**src/rtl/serial_add_ctrl.sv**
```systemverilog
`default_nettype none
// ============================================================================
//  Module      : serial_add_ctrl
//  Description : Bit-serial adder/subtractor controller. Steps a single
//                1-bit full-adder slice over WIDTH-bit operands, LSB first,
//                one bit per clock, and presents a registered result with
//                carry-out and signed-overflow flags.
//  Revision    : 1.0 - initial release
// ============================================================================
module serial_add_ctrl #(
  parameter int WIDTH = 8
) (
  input  logic             clk,
  input  logic             rst_n,
  input  logic             start,
  input  logic             sub,
  input  logic [WIDTH-1:0] a,
  input  logic [WIDTH-1:0] b,
  output logic             busy,
  output logic             done,
  output logic [WIDTH-1:0] sum,
  output logic             cout,
  output logic             ovf
);

  localparam int                 c_CNT_W = $clog2(WIDTH);
  localparam logic [c_CNT_W-1:0] c_LAST  = c_CNT_W'(WIDTH - 1);

  typedef enum logic [1:0] {
    IDLE = 2'd0,
    RUN  = 2'd1,
    DONE = 2'd2
  } state_t;

  state_t             r_state;
  logic [WIDTH-1:0]   r_opa;
  logic [WIDTH-1:0]   r_opb;
  logic               r_carry;
  logic [c_CNT_W-1:0] r_cnt;
  // Only the lower WIDTH-1 result bits need accumulating; the MSB comes
  // straight from the slice on the final edge.
  logic [WIDTH-2:0]   r_acc;

  logic               w_slice_sum;
  logic               w_slice_cout;
  logic [WIDTH-2:0]   w_acc_next;

  // The shared 1-bit full-adder slice, fed from the operand LSBs and the
  // carry held over from the previous bit.
  assign w_slice_sum  = r_opa[0] ^ r_opb[0] ^ r_carry;
  assign w_slice_cout = (r_opa[0] & r_opb[0]) | (r_opa[0] & r_carry) | (r_opb[0] & r_carry);

  // Right-shifting accumulator: each new sum bit enters at the top, so after
  // WIDTH-1 bits the first bit computed has reached position 0.
  generate
    if (WIDTH > 2) begin : g_acc_wide
      assign w_acc_next = {w_slice_sum, r_acc[WIDTH-2:1]};
    end else begin : g_acc_narrow
      assign w_acc_next = w_slice_sum;
    end
  endgenerate

  // Sequencer: load on start, one slice step per clock, publish on the last bit.
  always_ff @(posedge clk or negedge rst_n) begin
    if (!rst_n) begin
      r_state <= IDLE;
      r_opa   <= '0;
      r_opb   <= '0;
      r_carry <= 1'b0;
      r_cnt   <= '0;
      r_acc   <= '0;
      busy    <= 1'b0;
      done    <= 1'b0;
      sum     <= '0;
      cout    <= 1'b0;
      ovf     <= 1'b0;
    end else begin
      case (r_state)
        IDLE: begin
          done <= 1'b0;
          if (start) begin
            // Subtraction is A + ~B + 1: invert B and seed the carry with 1.
            r_opa   <= a;
            r_opb   <= sub ? ~b : b;
            r_carry <= sub;
            r_cnt   <= '0;
            r_acc   <= '0;
            busy    <= 1'b1;
            r_state <= RUN;
          end
        end
        RUN: begin
          r_acc   <= w_acc_next;
          r_carry <= w_slice_cout;
          r_opa   <= {1'b0, r_opa[WIDTH-1:1]};
          r_opb   <= {1'b0, r_opb[WIDTH-1:1]};
          r_cnt   <= r_cnt + c_CNT_W'(1);
          if (r_cnt == c_LAST) begin
            // Overflow compares the carry into the MSB with the carry out of it.
            sum     <= {w_slice_sum, r_acc};
            cout    <= w_slice_cout;
            ovf     <= w_slice_cout ^ r_carry;
            busy    <= 1'b0;
            done    <= 1'b1;
            r_state <= DONE;
          end
        end
        DONE: begin
          done    <= 1'b0;
          r_state <= IDLE;
        end
        default: begin
          busy    <= 1'b0;
          done    <= 1'b0;
          r_state <= IDLE;
        end
      endcase
    end
  end

endmodule
`default_nettype wire

```
**config.mk**
```make
export PLATFORM = sky130hd
export DESIGN_NAME = serial_add_ctrl
export DESIGN_NICKNAME = d
export VERILOG_FILES = /design/src/rtl/serial_add_ctrl.sv
export SDC_FILE = /design/constraint.sdc
export NUM_CORES = 1
export LEC_CHECK = 0
export CAP_MARGIN = 0
export CELL_PAD_IN_SITES_DETAIL_PLACEMENT = 1
export CELL_PAD_IN_SITES_GLOBAL_PLACEMENT = 1
export CORE_ASPECT_RATIO = 1.25
export CORE_MARGIN = 1.5
export CORE_UTILIZATION = 45
export DETAILED_ROUTE_END_ITERATION = 7
export PLACE_DENSITY = 0.92
export SYNTH_ARGS = -nofsm -noshare
export SYNTH_HDL_FRONTEND = slang
export SYNTH_SLANG_ARGS = --single-unit
```
**constraint.sdc**
```tcl
create_clock -name clk -period 2.2 [get_ports clk]
set_input_delay 0.44 -clock clk [delete_from_list [all_inputs] [get_ports clk]]
set_output_delay 0.44 -clock clk [all_outputs]
set_load 0.05 [all_outputs]
```
==> impl_metrics.json, run 1 <==
{
  "path_class": "flop to primary output",
  "rows": 26,
  "initial_core_util": 0.4692,
  "startpoint_type": "flop",
  "period_needed_ps": 1936,
  "routed_via_density": 5.680,
  "whs_ps": -0.4799,
  "fillers": 448,
  "syn_nets": 182,
  "irDropWorstVdd_mv": 0.6607,
  "dp_hpwl_um": 3245,
  "fin_util": 0.5669,
  "synth_warnings": 0,
  "ys_async_sr_fraction": 1.000,
  "violations": "hold timing",
  "numClockSinks": 41,
  "synth_area_leaders": "dfrtp_1, a22oi_1, mux2_2",
  "power_density_mw_per_mm2": 1384,
  "grt_antenna_before_repair": 0,
  "syn2layout_area_growth_pct": 20.82,
  "yosysTopAreaCellShare": 0.5335,
  "setup_tns_ps": 0,
  "vias": 1403,
  "syn_avg_cell_area_um2": 12.09,
  "postPlaceCellArea_mm2": 0.002237,
  "portBuffers": 31,
  "syn-cell-area_mm2": 0.001923,
  "met1_length_um": 1826,
  "dr_wl_met3_um": 225,
  "core_area_mm2": 0.004099,
  "post_cts_buffers": 0,
  "drv_cap": 0,
  "setup_viol": 0,
  "die_w_um": 61.47,
  "worstPathCellList": "clkdlybuf4s50_1",
  "ys.flop_type": "dfrtp_1",
  "synth_top_cell_by_area": "dfrtp_1",
  "insertedDiodeCount": 0,
  "cts_max_path_buffers": 2,
  "crit_buf_inv": 1,
  "routed-wl-met2_um": 2493,
  "grt_pass1_vias": 1580,
  "cts-root-buf": "clkbuf_8",
  "drive_gt1_frac": 0.1623,
  "synth_seq_cells": 41,
  "synth_cell_types": 28,
  "min_period_over_period": 0.8802,
  "netlist_top_cells_count": "dfrtp_1, a22oi_1, a21oi_1",
  "crit_path_top_delay_cell": "clkdlybuf4s50_1",
  "finalHoldViolations": 2,
  "synth_most_common_cell": "dfrtp_1",
  "required_ps": 1760,
  "fmax_mhz": 516.4,
  "gr-total-overflow": 0,
  "fin_skew_ps": 9.495,
  "grt_pass1_wl_um": 7486,
  "end_kind": "primary output",
  "rr_endpoint": "r_opb[3]",
  "cp_max_fo": 2,
  "status": "complete, but fails checks",
  "hp-class": "input pin to asynchronous set/reset pin",
  "cts_tree": "built",
  "synthCells": 159,
  "drc": 0,
  "yosysSeqAreaShare": 0.5335,
  "ios": 32,
  "die_h_um": 76.09,
  "finalMaxSlewViolations": 0,
  "dr.pass1.iters": 4,
  "crit_arrival_ps": 1500,
  "dieArea_mm2": 0.004677,
  "clk_pin_slew_ps": 80,
  "finalInstanceArea_mm2": 0.002323,
  "rsz0062_at_grt": "no",
  "antenna_left": 0,
  "nets": 213,
  "drt_iter0_drc": 61,
  "place_congestion": 0.8134,
  "grt.total_usage": 0.2179,
  "grt_start_max_net_pins": 26,
  "numCtsBuffers": 5,
  "routed.top_layer": "met4",
  "max_slew_margin": 0.6003,
  "cpPeakStageDelay_ps": 830,
  "max_slew.worst_pin.slew_ps": 598.3,
  "r2r_start": "r_state[1]",
  "cts-resized-gates": 0,
  "clk_latency_ps": 300,
  "finalPower_mw": 3.216,
  "wirelength_um": 4630,
  "wire_per_inst_um": 18.74,
  "path_delay_family": "buffers and inverters",
  "r2r_setup_slack_ps": 650,
  "htreeDepth": 2,
  "reg2regPathDepth": 3,
  "cts_hold_buf": 0,
  "leakage_nw": 1.046,
  "synth_edf_count": 0
}
logic make-up (layout without fill, tap and decap cells):
group,Yosys count,after routing,synth area share
multiplexers,10,10,0.05856
buffers and inverters,14,46,0.05530
AO/OA/AOI/OAI,54,54,0.1971
flip-flops,41,41,0.5335
XOR/XNOR,9,9,0.04099
AND/OR/NAND/NOR,28,28,0.09109
adder cells (fa/ha/maj),3,3,0.02342
area by class of cell:
| cell class | instances | area (um^2) | area share |
|---|---|---|---|
| inverter | 2 | 7.507 | 0.003231 |
| timing repair buffer | 36 | 342.8 | 0.1475 |
| sequential | 41 | 1026 | 0.4416 |
| clock inverter | 3 | 17.52 | 0.007539 |
| clock buffer | 5 | 68.82 | 0.02962 |
| multi-input combinational | 104 | 790.8 | 0.3403 |
| tap | 56 | 70.07 | 0.03016 |
registers in the layout (all words and copies together) (netlist names):
name and cells:
done 1, r_acc 7, r_state 2, r_opa 8, r_carry 1, busy 1, ovf 1, sum 8
r_cnt 3, r_opb 8, cout 1
worst max-delay path by stage:
stage,start,to,cells past startpoint,slack (ps)
after floorplan,r_cnt[0],cout,5,710
after global placement,sub,r_opb[2],4,330
after detailed placement,start,r_carry,4,290
after CTS,cout,cout,1,240
after global routing,cout,cout,1,230
final,cout,cout,1,260
cells in the final DEF (no fill, tap or decap), drive strengths merged, types with 2 or more instances in the layout:
cell / Yosys / final
a21oi: 11 / 11
a22o: 9 / 9
a22oi: 18 / 18
buf: 11 / 6
clkbuf: 1 / 5
clkdlybuf4s50: 0 / 30
clkinv: 0 / 2
dfrtp: 41 / 41
ha: 2 / 2
inv: 2 / 2
mux2: 10 / 10
nand2: 10 / 10
nor2: 4 / 4
nor2b: 11 / 11
o21ai: 12 / 12
xor2: 8 / 8
power breakdown:
group          switching, mW  internal [mW]
combinational          0.829          0.605
clock                  0.262          0.219
sequential             0.244           1.06
total                   1.34           1.88
layer usage:
layer,vias to the layer above,track usage
met2,37,0.3691
met4,0,0.08723
met3,9,0.06621
met1,728,0.2466
li1,629,-
met5,-,0
metrics by stage:
| step | worst slack [ps] | hold slack [ps] | std cells |
|---|---|---|---|
| global placement | 326.3 | 323.3 | 239 |
| floorplan | 714.4 | 144.4 | 159 |
| global route | 232.8 | 3.576 | 247 |
| CTS | 236.1 | 2.356 | 247 |
| finish | 263.6 | -0.4799 | 247 |
| detailed placement | 286.1 | 329.4 | 239 |
(Power assumes the default switching activity.)
==> run 2, diff against run 1 <==
--- a/config.mk
+++ b/config.mk
@@ -11,8 +11,10 @@
 export CORE_ASPECT_RATIO = 1.25
 export CORE_MARGIN = 1.5
 export CORE_UTILIZATION = 45
+export CTS_CLUSTER_SIZE = 10
 export DETAILED_ROUTE_END_ITERATION = 7
 export PLACE_DENSITY = 0.92
+export RECOVER_POWER = 100
 export SYNTH_ARGS = -nofsm -noshare
 export SYNTH_HDL_FRONTEND = slang
 export SYNTH_SLANG_ARGS = --single-unit
==> impl_metrics.json, run 2 (synthesis results as in run 1) <==
{
  "nets": 213,
  "end_kind": "flop",
  "layout_commonest_cell": "dfrtp_1",
  "finalMaxSlewViolations": 0,
  "crit_path_top_delay_cell": "o21bai_1",
  "routed-wl-met2_um": 2480,
  "clk_latency_ps": 300,
  "fmax_mhz": 495.3,
  "grt_pass1_vias": 1580,
  "cts_tree": "built",
  "die_h_um": 76.09,
  "dr.pass1.iters": 5,
  "grt_pass1_wl_um": 7486,
  "dieArea_mm2": 0.004677,
  "insertedDiodeCount": 0,
  "numCtsBuffers": 5,
  "setup_slack_ps": 181.1,
  "routed_via_density": 5.636,
  "leakage_nw": 1.048,
  "reg.largest.list": "r_opa (8), r_opb (8), sum (8)",
  "fin_skew_ps": 9.719,
  "cts-resized-gates": 0,
  "syn2layout_area_growth_pct": 19.13,
  "grt_antenna_before_repair": 0,
  "numClockSinks": 41,
  "max_slew.worst_pin.slew_ps": 1045,
  "power_density_mw_per_mm2": 1375,
  "setup_viol": 0,
  "min_period_over_period": 0.9177,
  "status": "finished clean",
  "cp_max_fo": 13,
  "wirelength_um": 4598,
  "htreeDepth": 2,
  "dr_wl_met3_um": 211,
  "place_congestion": 0.8134,
  "crit_arrival_ps": 2250,
  "pre_cts_slack_ps": 286.1,
  "cts_hold_buf": 0,
  "core_area_mm2": 0.004099,
  "post_cts_buffers": 0,
  "dp_hpwl_um": 3245,
  "startpoint_type": "input pin",
  "met1_length_um": 1826,
  "antenna_left": 0,
  "cts_max_path_buffers": 2,
  "rsz0062_at_grt": "no",
  "irDropWorstVdd_mv": 0.6496,
  "drv_cap": 0,
  "path_class": "input pin to flop",
  "required_ps": 2430,
  "drive_gt1_frac": 0.1361,
  "drc": 0,
  "finalHoldViolations": 0,
  "grt_start_max_net_pins": 26,
  "portBuffers": 31,
  "period_needed_ps": 2019,
  "ios": 32,
  "drt_iter0_drc": 57,
  "rows": 26,
  "clk_pin_slew_ps": 80,
  "setup_tns_ps": 0,
  "max_slew_margin": 0.3021,
  "vias": 1392,
  "hp-class": "input pin to asynchronous set/reset pin",
  "mostFrequentLayoutCells": "dfrtp_1, a22oi_1, clkdlybuf4s50_1",
  "gr-total-overflow": 0,
  "die_w_um": 61.47,
  "cpPeakStageDelay_ps": 850,
  "cts-root-buf": "clkbuf_8",
  "grt.total_usage": 0.2179,
  "routed.top_layer": "met4",
  "wire_per_inst_um": 18.62,
  "initial_core_util": 0.4692,
  "worstPathCellList": "dlygate4sd3_1 > o21bai_1 > mux2_2"
}
run 2: changes by cell type in the layout (fill, tap and decap cells not counted), moves of 2 or more:
cell	previous run	this run
buf_4	5	3
clkbuf_1	0	3
clkdlybuf4s50_1	30	17
dlygate4sd3_1	0	13
o21ai_0	9	12
o21ai_1	3	0
run 2: final cells by class:
type | count | area, um^2
Timing Repair Buffer | 36 | 334.1
Tap cell | 56 | 70.07
Multi-Input combinational cell | 104 | 767.0
Sequential cell | 41 | 1026
Inverter | 2 | 7.507
Clock buffer | 5 | 68.82
Fill cell | 455 | 1808
Clock inverter | 3 | 17.52
run 2: critical path, delay by kind of cell:
family	cells	cell delay (ps)
AOI/OAI and AO/OA	1	850
buffers and inverters	1	640
muxes	1	310
run 2: worst paths after layout:
check                              start        to  slack [ps]  cells past startpoint
min in group clk                    done      done         480                      1
worst min register to register      done      done         480                      1
max in group asynchronous          rst_n  r_acc[0]         900                      2
worst max register to register  r_cnt[0]    sum[2]         390                      4
worst max-delay path               start  r_cnt[0]         180                      3
worst min-delay path               rst_n  r_opa[3]         130                      1
run 2: per-layer routing:
| layer | up-vias | global-route usage |
|---|---|---|
| met5 | - | 0 |
| met4 | 0 | 0.08723 |
| met3 | 9 | 0.06621 |
| met2 | 35 | 0.3691 |
| met1 | 719 | 0.2466 |
| li1 | 629 | - |
run 2: report_power, final:
| group | switching (mW) | total, mW | internal (mW) |
|---|---|---|---|
| logic | 0.819 | 1.37 | 0.554 |
| clock network | 0.265 | 0.483 | 0.219 |
| registers | 0.237 | 1.29 | 1.06 |
| total | 1.32 | 3.15 | 1.83 |
run 2: per-stage QoR:
| stage | hold slack (ps) | cell area (um^2) | utilization | instances | power [mW] |
|---|---|---|---|---|---|
| 6_report | 125.3 | 2291 | 0.5589 | 247 | 3.150 |
| 3_5_place_dp | 329.4 | 2237 | 0.5458 | 239 | 2.750 |
| 2_1_floorplan | 144.4 | 1923 | - | 159 | 2.332 |
| 4_1_cts | 2.356 | 2323 | 0.5669 | 247 | 3.257 |
| 3_3_place_gp | 323.3 | 2237 | 0.5458 | 239 | 2.640 |
| 5_1_grt | 153.6 | 2291 | 0.5589 | 247 | 3.349 |
==> run 3, diff against run 2 <==
--- a/config.mk
+++ b/config.mk
@@ -8,7 +8,6 @@
 export CAP_MARGIN = 0
 export CELL_PAD_IN_SITES_DETAIL_PLACEMENT = 1
 export CELL_PAD_IN_SITES_GLOBAL_PLACEMENT = 1
-export CORE_ASPECT_RATIO = 1.25
 export CORE_MARGIN = 1.5
 export CORE_UTILIZATION = 45
 export CTS_CLUSTER_SIZE = 10
==> impl_metrics.json, run 3 (synthesis results as in run 1) <==
{
  "die_h_um": 68.37,
  "cpPeakStageDelay_ps": 880,
  "rows": 23,
  "max_slew.worst_pin.slew_ps": 1023,
  "clk_pin_slew_ps": 80,
  "whs_ps": 310.8,
  "place_inst": 231,
  "wire_per_inst_um": 18.99,
  "dr.pass1.iters": 4,
  "reg.largest.list": "r_opa (8), r_opb (8), sum (8)",
  "die_w_um": 68.37,
  "numClockSinks": 41,
  "fin_skew_ps": 9.933,
  "dieArea_mm2": 0.004674,
  "initial_core_util": 0.4739,
  "period_needed_ps": 1999,
  "max_slew_margin": 0.3165,
  "fmax_mhz": 500.2,
  "drive_gt1_frac": 0.1376,
  "dp_hpwl_um": 3207,
  "hp-class": "input pin to asynchronous set/reset pin",
  "finalHoldViolations": 0,
  "drt_iter0_drc": 83,
  "fin_cells": 239,
  "finalMaxSlewViolations": 0,
  "place_congestion": 0.7880,
  "htreeDepth": 2,
  "portBuffers": 31,
  "power_density_mw_per_mm2": 1380,
  "gr-total-overflow": 0,
  "required_ps": 1760,
  "irDropWorstVdd_mv": 0.5050,
  "cts_max_path_buffers": 2,
  "min_period_over_period": 0.9088,
  "nets": 211,
  "fin_util": 0.5600,
  "crit_arrival_ps": 1560,
  "setup_tns_ps": 0,
  "mostFrequentLayoutCells": "dfrtp_1, a22oi_1, clkdlybuf4s50_1",
  "cts_hold_buf": 0,
  "insertedDiodeCount": 0,
  "cts-resized-gates": 0,
  "syn2layout_area_growth_pct": 18.15,
  "ios": 32,
  "path_class": "flop to primary output",
  "cts-root-buf": "clkbuf_8",
  "routed_via_density": 5.619,
  "setup_viol": 0,
  "grt_pass1_wl_um": 7458,
  "status": "finished clean",
  "grt_start_max_net_pins": 42,
  "post_cts_buffers": 0,
  "grt_antenna_before_repair": 0,
  "drc": 0,
  "numCtsBuffers": 5,
  "rsz0062_at_grt": "no",
  "antenna_left": 0,
  "path_delay_family": "buffers and inverters",
  "grt_pass1_vias": 1436,
  "cp_max_fo": 3,
  "worstPathCellList": "dlygate4sd3_1",
  "layout_commonest_cell": "dfrtp_1",
  "cts_tree": "built",
  "wirelength_um": 4538,
  "crit_path_top_delay_cell": "dlygate4sd3_1",
  "clk_latency_ps": 300,
  "leakage_nw": 1.042,
  "end_kind": "primary output",
  "drv_cap": 0,
  "crit_buf_inv": 1,
  "startpoint_type": "flop",
  "vias": 1343,
  "core_area_mm2": 0.004058,
  "grt.total_usage": 0.2250
}
run 3: cell count changes in the layout (fill, tap and decap cells not counted):
cell	change
mux2_2	-1
o21ai_0	-1
nor2b_2	+1
o21ai_1	+1
mux2_1	+1
nor2b_4	-1
clkbuf_2	+1
clkbuf_1	-3
run 3: area by class of cell:
cell class | instances | area [um^2]
Clock buffer | 5 | 68.82
Clock inverter | 3 | 17.52
Fill cell | 429 | 1785
Inverter | 2 | 7.507
Multi-Input combinational cell | 104 | 762.0
Sequential cell | 41 | 1026
Tap cell | 50 | 62.56
Timing Repair Buffer | 34 | 327.8
run 3: where the power goes:
| part | internal (mW) | switching, mW | total (mW) |
|---|---|---|---|
| sequential | 1.06 | 0.258 | 1.31 |
| clock | 0.219 | 0.261 | 0.480 |
| combinational | 0.543 | 0.800 | 1.34 |
| total | 1.82 | 1.32 | 3.14 |
run 3: worst paths after layout:
kind                             from        to  slack [ps]  cells after the start
setup / recovery                 busy      busy         200                      1
hold / removal                  rst_n  r_acc[2]         310                      1
setup reg to reg           r_state[0]  r_cnt[0]         280                      3
hold reg to reg                  done      done         510                      1
max in group asynchronous       rst_n    sum[5]        1260                      1
min in group clk                 done      done         510                      1
run 3: stage by stage:
step | instance area (um^2) | setup WS (ps) | power (mW)
3_5_place_dp | 2215 | 288.5 | 2.759
6_report | 2272 | 200.7 | 3.137
5_1_grt | 2272 | 116.8 | 3.331
4_1_cts | 2301 | 241.1 | 3.247
3_3_place_gp | 2215 | 356.1 | 2.621
2_1_floorplan | 1923 | 714.4 | 2.332
run 3: routing by layer:
layer | GRT usage | part of all wire
met1 | 0.2684 | 0.41
met3 | 0.06086 | 0.033
met2 | 0.3883 | 0.54
met5 | 0 | 0
met4 | 0.08000 | 0.018
==> RTL change (flow settings as in run 2) <==
Change the parameter `WIDTH` from 8 to 16.
--- a/src/rtl/serial_add_ctrl.sv
+++ b/src/rtl/serial_add_ctrl.sv
@@ -8,7 +8,7 @@
 //  Revision    : 1.0 - initial release
 // ============================================================================
 module serial_add_ctrl #(
-  parameter int WIDTH = 8
+  parameter int WIDTH = 16
 ) (
   input  logic             clk,
   input  logic             rst_n,
Interface: changed (resized a, b and sum); port bits go from 32 to 56. The function was not compared with the original's and may differ.
==> RTL change against run 2 <==
  * The flow now finishes with violations (capacitance limit, slew limit)
  * Wire length is 66% higher
  * Worst hold slack better by 0.37 ns
  * Sequential cell count is 33 higher
  * Power is 72% higher
  * Final cell count is 75% higher
  * Non-clock buffer count is 27 higher
  * Setup slack worse by 0.056 ns
  * Count of clock-buffer cells in the layout is 5 higher
  * Area after synthesis is 74% higher
  * Register-to-register slack better by 0.07 ns
  * Design area is 78% higher
  * Critical path type is now reg2out
==> RTL change: results (changes against run 2) <==
status - finished with violations (was complete, no violations)
failing checks - capacitance limit, slew limit
Max-Cap Viols - 1 (was 0)
I/O Buffers - 55 (was 31)
r2r endpoint - r_opb[2] (was sum[2])
top cells by area, synth - dfrtp_1 55%, a22o_1 4.2%, xnor2_1 4.2%, mux2_4 4.0%, a22oi_1 3.8% (was dfrtp_1 53%, a22oi_1 7.0%, mux2_2 5.9%, xor2_1 3.6%, nor2b_1 3.3%)
Crit Path Max Fanout - 3 (was 13)
number of fill cells - 772 (was 455)
worst slack, placed - 0.1070 ns (was 0.2861 ns)
slowest library cell on the worst path - dlygate4sd3_1 (was o21bai_1)
CP peak stage delay - 0.92 ns (was 0.85 ns)
reg2reg start - r_state[1] (was r_cnt[0])
WL final - 7.610 mm (was 4.598 mm)
mux cell area share after synthesis - 0.07421 (was 0.05856)
Skew-Pair Late Insertion Delay - 0.35 ns (was 0.30 ns)
net count after synthesis - 326 (was 182)
DPL Wire Length - 4.877 mm (was 3.245 mm)
cts bufs inserted - 9 (was 5)
register area share after synthesis - 0.5547 (was 0.5335)
RePlAce Congestion - 0.7709 (was 0.8134)
Synth Area in XOR/XNOR - 0.04460 (was 0.04099)
max-slew violations - 75 (was 0)
first-pass GRT wire length - 13.17 mm (was 7.486 mm)
vias in the first global route - 2,652 (was 1,580)
LEAKAGE - 1.802 nW (was 1.048 nW)
Max Clock Skew - 0.008305 ns (was 0.009719 ns)
CP delay by family, top - buffers and inverters (was compound AO/OA/AOI/OAI gates)
vias - 2,444 (was 1,392)
H-tree Lvls - 3 (was 2)
worst vdd ir - 617.8 uV (was 649.6 uV)
Worst R2R Setup Slack - 0.46 ns (was 0.39 ns)
share of layout cells above drive strength 1 - 0.1053 (was 0.1361)
Netlist cell types - 33 (was 28)
Hold WC Path Type - reg2reg (was in2async)
RTL change: worst max-delay path by stage:
stage	slack, ns	to	from
6_report	0.12	busy	busy
2_1_floorplan	0.58	sum[10]	r_state[1]
5_1_grt	0.07	busy	busy
3_5_place_dp	0.11	r_opb[4]	start
3_3_place_gp	0.24	r_opb[8]	start
4_1_cts	0.15	busy	busy
RTL change: report_power, final:
group	switching [W]	internal (W)	total, W	leakage, nW
logic	0.00130	0.000839	0.00214	0.737
registers	0.000357	0.00186	0.00222	0.970
clock network	0.000514	0.000554	0.00107	0.0945
total	0.00217	0.00326	0.00542	1.80
RTL change: per-stage QoR:
| step | instances | hold WS [ns] | util |
|---|---|---|---|
| after CTS | 432 | 0.1225 | 0.5872 |
| after global placement | 416 | 0.4643 | 0.5583 |
| after floorplan | 288 | 0.1444 | - |
| final | 432 | 0.4987 | 0.5790 |
| after global routing | 432 | 0.5190 | 0.5790 |
| after detailed placement | 416 | 0.4802 | 0.5583 |
RTL change: cell families after synthesis:
family | count (synthesis)
adder cells (fa/ha/maj) | 2
multiplexers | 19
AND/OR/NAND/NOR | 60
XOR/XNOR | 17
AO/OA/AOI/OAI | 89
buffers and inverters | 27
flip-flops | 74
RTL change: layout make-up:
class	count	share of cell area
timing repair buffer	63	0.1490
inverter	2	0.001836
clock inverter	6	0.01622
multi-input combinational	187	0.3188
clock buffer	10	0.03366
sequential	74	0.4529
tap	90	0.02754
RTL change: metal layers:
metal,wire length (um),global-route usage
met2,4001,0.3536
met1,3307,0.2833
met5,0,0
met4,110,0.07294
met3,191,0.03945
